$ cat config.mk
export PLATFORM = sky130hd
export DESIGN_NAME = unsigned_div_16by8_seq
export DESIGN_NICKNAME = d
export VERILOG_FILES = /design/src/rtl/unsigned_div_16by8_seq.sv
export SDC_FILE = /design/constraint.sdc
export NUM_CORES = 1
export LEC_CHECK = 0
export CAP_MARGIN = 20
export CORE_ASPECT_RATIO = 2
export CORE_MARGIN = 10
export CORE_UTILIZATION = 45
export DETAILED_ROUTE_END_ITERATION = 8
export GPL_ROUTABILITY_DRIVEN = 0
export PLACE_DENSITY = 0.75
export SYNTH_ARGS = -nofsm -noshare
export SYNTH_HDL_FRONTEND = slang
export SYNTH_SLANG_ARGS = --single-unit
$ cat constraint.sdc
create_clock -name clk -period 1.9 [get_ports clk]
set_input_delay 0.285 -clock clk [delete_from_list [all_inputs] [get_ports clk]]
set_output_delay 0.285 -clock clk [all_outputs]
set_load 0.01 [all_outputs]
$ cat src/rtl/unsigned_div_16by8_seq.sv
// Sequential restoring divider: 2*DW-bit dividend / DW-bit divisor, one quotient bit per cycle,
// valid/ready handshakes on both sides. Define UDIV_DZ_FLAG_EN for the divide-by-zero flag and fast path.
module unsigned_div_16by8_seq #(
    parameter int DW = 8,
    parameter int CW = 5
) (
    input  logic            clk,
    input  logic            rst,
    input  logic            in_valid,
    output logic            in_ready,
    input  logic [2*DW-1:0] z,
    input  logic [DW-1:0]   y,
    output logic            out_valid,
    input  logic            out_ready,
    output logic [2*DW-1:0] q,
    output logic [DW-1:0]   r
`ifdef UDIV_DZ_FLAG_EN
    ,
    output logic            dz
`endif
);

    typedef enum logic [1:0] {
        IDLE = 2'd0,
        BUSY = 2'd1,
        DONE = 2'd2
    } state_t;

    localparam logic [CW-1:0] LAST_ITER = CW'(2*DW-1);

    state_t            state_r;
    state_t            state_next_s;
    logic [2*DW-1:0]   dividend_r;
    logic [DW-1:0]     divisor_r;
    logic [DW-1:0]     part_r;
    logic [2*DW-1:0]   quot_r;
    logic [CW-1:0]     cnt_r;
    logic              in_ready_r;
    logic              out_valid_r;
    logic [DW:0]       shifted_s;
    logic              ge_s;
    logic [DW-1:0]     rem_next_s;
`ifdef UDIV_DZ_FLAG_EN
    logic              dz_r;
`endif

    // One restoring step: the shifted partial is DW+1 bits, but after the step it always fits in DW
    // (it is < y, or with y=0 its top bit is shifted out on the next step anyway).
    always_comb begin
        shifted_s  = {part_r, dividend_r[2*DW-1]};
        ge_s       = (shifted_s >= {1'b0, divisor_r});
        rem_next_s = shifted_s[DW-1:0];
        if (ge_s) begin
            rem_next_s = DW'(shifted_s - {1'b0, divisor_r});
        end else begin
            rem_next_s = shifted_s[DW-1:0];
        end
    end

    // Next-state decode.
    always_comb begin
        state_next_s = state_r;
        case (state_r)
            IDLE: begin
                if (in_valid) begin
`ifdef UDIV_DZ_FLAG_EN
                    if (y == {DW{1'b0}}) begin
                        state_next_s = DONE;
                    end else begin
                        state_next_s = BUSY;
                    end
`else
                    state_next_s = BUSY;
`endif
                end else begin
                    state_next_s = IDLE;
                end
            end
            BUSY: begin
                if (cnt_r == LAST_ITER) begin
                    state_next_s = DONE;
                end else begin
                    state_next_s = BUSY;
                end
            end
            DONE: begin
                if (out_ready) begin
                    state_next_s = IDLE;
                end else begin
                    state_next_s = DONE;
                end
            end
            default: begin
                state_next_s = IDLE;
            end
        endcase
    end

    // State register and handshake flags, registered from the next state.
    always_ff @(posedge clk) begin
        if (rst) begin
            state_r     <= IDLE;
            in_ready_r  <= 1'b1;
            out_valid_r <= 1'b0;
        end else begin
            state_r     <= state_next_s;
            in_ready_r  <= (state_next_s == IDLE);
            out_valid_r <= (state_next_s == DONE);
        end
    end

    // Datapath: operand capture, iteration, and result hold.
    always_ff @(posedge clk) begin
        if (rst) begin
            dividend_r <= {(2*DW){1'b0}};
            divisor_r  <= {DW{1'b0}};
            part_r     <= {DW{1'b0}};
            quot_r     <= {(2*DW){1'b0}};
            cnt_r      <= {CW{1'b0}};
`ifdef UDIV_DZ_FLAG_EN
            dz_r       <= 1'b0;
`endif
        end else begin
            case (state_r)
                IDLE: begin
                    if (in_valid) begin
                        dividend_r <= z;
                        divisor_r  <= y;
                        part_r     <= {DW{1'b0}};
                        cnt_r      <= {CW{1'b0}};
`ifdef UDIV_DZ_FLAG_EN
                        if (y == {DW{1'b0}}) begin
                            quot_r <= {(2*DW){1'b1}};
                            dz_r   <= 1'b1;
                        end else begin
                            quot_r <= {(2*DW){1'b0}};
                            dz_r   <= 1'b0;
                        end
`else
                        quot_r     <= {(2*DW){1'b0}};
`endif
                    end
                end
                BUSY: begin
                    dividend_r <= {dividend_r[2*DW-2:0], 1'b0};
                    part_r     <= rem_next_s;
                    quot_r     <= {quot_r[2*DW-2:0], ge_s};
                    cnt_r      <= cnt_r + CW'(1);
                end
                DONE: begin
`ifdef UDIV_DZ_FLAG_EN
                    if (out_ready) begin
                        dz_r <= 1'b0;
                    end
`endif
                end
                default: begin
                    cnt_r <= {CW{1'b0}};
                end
            endcase
        end
    end

    assign in_ready  = in_ready_r;
    assign out_valid = out_valid_r;
    assign q         = quot_r;
    assign r         = part_r;
`ifdef UDIV_DZ_FLAG_EN
    assign dz        = dz_r;
`endif

endmodule

[After elaboration in Yosys (flattened, before gate mapping)]
Index checks and enable logic that the tools add are counted.
Storage, ports and cells
  register bits: 57
  input port bits: 28
  word-level logic and storage cells: 36
Operators by class
  add/sub/neg operators: 2
  order comparisons: 1
  eq/ne operators: 5
  muxes and demuxes: 13
  bitwise operators: 1
  reduce and logical (&&, ||, !) cells: 6
Operators with widths (count)
  case mux 16 bit (2 select lines): 2
  two-way mux 16 bit: 2
  two-way mux 8 bit: 2
  case mux 8 bit (2 select lines): 1
  case mux 5 bit (3 select lines): 1
  >= comparator 9 x 8 -> 1 bit: 1
  subtractor 8 bit: 1
  case mux 2 bit (3 select lines): 1
  AND reduction 2 bit: 3
  adder 5 x 1 -> 5 bit, second input constant: 1
  == test 5 x 4 -> 1 bit, second input constant: 1
  two-way mux 5 bit: 1
  == test 2 bit, second input constant: 2
  logical NOT 2 bit: 2
  two-way mux 2 bit: 2
  == test 2 x 1 -> 1 bit, second input constant: 1
  inequality test 2 bit, second input constant: 1
  nonzero test 2 bit: 1
  two-way mux 1 bit: 1
  NOT 1 bit: 1

[Longest topological paths before layout]
  depth after elaboration: 4
  mapped depth: 9

[Worst setup path before layout]
OpenSTA, ideal clock, no wires.
  path kind: register -> register
  from: register divisor_r[1]
  to: register part_r[7], in the netlist r[7]
  library setup time: 0.117 ns
  arrival: 1.710 ns
  slack: 0.072 ns
  cell stages (with the launch flop): 9
  buffers on the path: 0
  clock period less this slack: 1.828 ns
  path through: dfxtp_1 -> inv_1 -> ha_1 -> nor2b_1 -> nor3_1 -> o31a_1 -> a311oi_1 -> o21ai_1 -> a32o_1
On the way
  longest elaborated chain between the ends: 3
  elaborated cells on any way between the ends: 4
  classes of those cells: add/sub (1); order compare (1); mux (2)
Ends and longest elaborated chain
  start, declared: RTL line 34  | logic [DW-1:0] divisor_r;
  start signal, assigned: RTL line 116  | divisor_r <= {DW{1'b0}};
  start signal, assigned: RTL line 128  | divisor_r <= y;
  subtractor 8 bit / >= comparator 9 x 8 -> 1 bit (equally long branches): RTL line 54, 51
  two-way mux 8 bit *: RTL line 53  | if (ge_s) begin
  case mux 8 bit (2 select lines) *: RTL line 124  | case (state_r)
  end signal, assigned: RTL line 117  | part_r <= {DW{1'b0}};
  end signal, assigned: RTL line 129  | part_r <= {DW{1'b0}};
  end signal, assigned: RTL line 146  | part_r <= rem_next_s;
  end, declared: RTL line 35  | logic [DW-1:0] part_r;
Every way passes the cells marked *; elsewhere a longest branch is shown, timed or not.
A chain may end at the register's enable or synchronous reset.

[Worst setup path after layout]
  from: register divisor_r[5]
  to: register part_r[7], in the netlist r[7]
The elaborated chain is that of the path after synthesis.

==> results.cfg <==
[grt]
overflow = 0
met1_usage = 0.1347
grt.busiest_layer = met2
grt_util_met2 = 0.2538
antenna_found_initial = 0
grt_pass1_wl_mm = 10.84
grt_max_degree = 27
grt_pass1_vias = 2404
use_met3 = 0.07522
track_usage = 0.1462

[worst_setup_path]
path_class = reg2reg
arrival_ns = 2.02
cp-start-kind = flop
crit_start = divisor_r[5]$_SDFFE_PP0P_
r2r_start = divisor_r[5]$_SDFFE_PP0P_
cp.required_ns = 2.12
critPathMaxFanout = 8
endpoint_kind = flop

[detailed_routing]
wire_per_inst_um = 15.12
firstDrtPassIters = 4
vias_per_cell = 5.456
drt_iter0_drc = 111
wl_mm = 6.636
dr_total_vias = 2395
drc_errors = 0
ant_nets = 0

[final_layout]
drive_gt1_frac = 0.1346
syn_to_final_growth_pct = 39.07
instances_no_fill = 439
mostFrequentLayoutCells = nor2_1, dfxtp_1, clkdlybuf4s50_1, nand2_1, a22oi_1
final_common_cell = nor2_1
diodes = 0
nets = 413
fin_area_um2 = 3470
nFillCells = 488

[flow_run]
cap_viol_max_count = 0

[timing]
drv_slew = 0
maxSlewHeadroom = 0.4692
tightest_slew_ns = 0.7961
finalHoldViolCount = 0
period_share = 0.9499
final.min_clock_period_ns = 1.805
setup_viol = 0
finalClockSkew_ns = 0.008472
finalSetupTns_ns = 0
fmax_mhz = 554.1
hold_slack_ns = 0.3942

[die]
die_h_um = 125.3
io_pins = 54
fp.dieW_um = 72.65
initial_core_util = 0.4603
rows = 38
coreArea_um2 = 5420
fp.dieArea_um2 = 9103

[synthesis]
synth_compound_area_frac = 0.1710
synth_area_leaders = dfxtp_1, nor2_1, a22oi_1
yosysWarnings = 0
synth_top_cell_by_area = dfxtp_1
synth_area_um2 = 2495
yosys.area_share.adder = 0.05817
synth_area_per_cell_um2 = 8.127
muxShareOfSynthArea = 0.01204
synth_edf_count = 0
ys_seq_area_frac = 0.4574
ys_ff_latch = 57
synth_top_cell_area_share = 0.4574
synth_top_family_by_area = simple AND/OR/NAND/NOR gates
ys.flop_type = dfxtp_1
syn-num-nets = 346
synthCells = 307
ys_types = 39
synth-async-reset-ratio = 0
yosys.area_share.simple = 0.2397
synth_xor_xnor_area_share = 0.01404

[pwr]
irDropWorstVdd_mv = 1.132
power_density_nw_per_um2 = 1017
p_leak_nw = 1.376

[cts]
cts_buffers = 9
cts.path.max_buffers = 2
cts.clk_slew.worst_paths_ns = 0.06
clock-root-buffer = clkbuf_8
h-tree-depth = 3
clkLatencyLatePin_ns = 0.33
tritoncts = yes
cts_sinks = 57

[worst_hold_path]
hold_path.class = in2reg
worstHoldStart = rst

[run_status]
outcome = completed

[placed_design]
port_buffers = 53
placed_area_um2 = 3146
hpwl_mm = 4.899
placedCellCount = 421
==> cell families after synthesis <==
kind of cell | after synthesis
adders and majority gates | 11
and+or+nand+nor | 141
muxes | 3
DFF | 57
xor gates and xnor gates | 4
buffers and inverters | 28
AOI/OAI and AO/OA | 63
==> through the flow <==
step | worst slack, ns | total power, mW | utilization
finish | 0.09527 | 3.529 | 0.6401
global route | -0.02356 | 3.735 | 0.6401
CTS | 0.02153 | 3.460 | 0.6228
detailed placement | 0.02922 | 2.175 | 0.5803
global placement | 0.06504 | 2.161 | 0.5803
floorplan | 0.07211 | 1.883 | -
==> registers in the layout (all words and copies together) (netlist names) <==
signal,cells
cnt_r,5
dividend_r,16
divisor_r,8
in_ready,1
out_valid,1
q,16
r,8
state_r,2
==> cells in the mapped netlist (3+ instances only) <==
cell type   n
buf_2       5
nor2b_1     4
a21oi_1    16
xor2_1      3
o21ai_0     8
nand3_1     3
dfxtp_1    57
nor4_1     14
nor3_1      6
a22oi_1    19
inv_1      13
ha_1       10
mux2i_1     3
nand2_1    26
nor2_1     83
clkbuf_1    7
==> worst max-delay path: stages, from the launching register on <==
cell,delay [ns]
dfxtp_1,0.34
inv_1,0.06
ha_1,0.23
a21oi_2,0.22
o221ai_2,0.12
a21oi_2,0.20
buf_4,0.20
nand2b_1,0.07
a32o_1,0.25
==> where the power goes <==
part	switching (mW)	internal, mW
Combinational	0.474	0.452
Sequential	0.0569	1.27
Clock	0.466	0.810
Total	0.996	2.53
==> final timing paths <==
check | end | slack [ns] | depth (start not counted)
min reg2reg | divisor_r[3]$_SDFFE_PP0P_ | 0.45 | 2
max | r[7]$_SDFFE_PP0P_ | 0.1 | 8
max reg2reg | r[7]$_SDFFE_PP0P_ | 0.1 | 8
min | q[12]$_SDFFE_PP0P_ | 0.39 | 2
==> area by class of cell <==
| class | instances | area, um^2 | share of cell area |
|---|---|---|---|
| clock buffers | 12 | 155.1 | 0.04472 |
| clock inverters | 4 | 75.07 | 0.02164 |
| inverters | 13 | 48.80 | 0.01406 |
| multi-input cells | 222 | 1311 | 0.3779 |
| flip-flops and latches | 57 | 1144 | 0.3296 |
| well taps | 60 | 75.07 | 0.02164 |
| repair buffers | 71 | 660.6 | 0.1904 |
==> routing by layer <==
layer,vias up,share of wire,wire [um]
li1,1189,-,-
met1,1134,0.37,2449
met2,59,0.54,3563
met3,13,0.075,501
met4,0,0.018,121
met5,-,0,0
==> what timing repair did <==
action                     4_1_cts  5_1_grt
setup endpoints to repair        0        8
gates resized for setup          0       15
hold endpoints to repair         0        0
buffers inserted                 0        2
hold buffers                     0        0
Note: power is estimated with default switching activity, not from simulation.
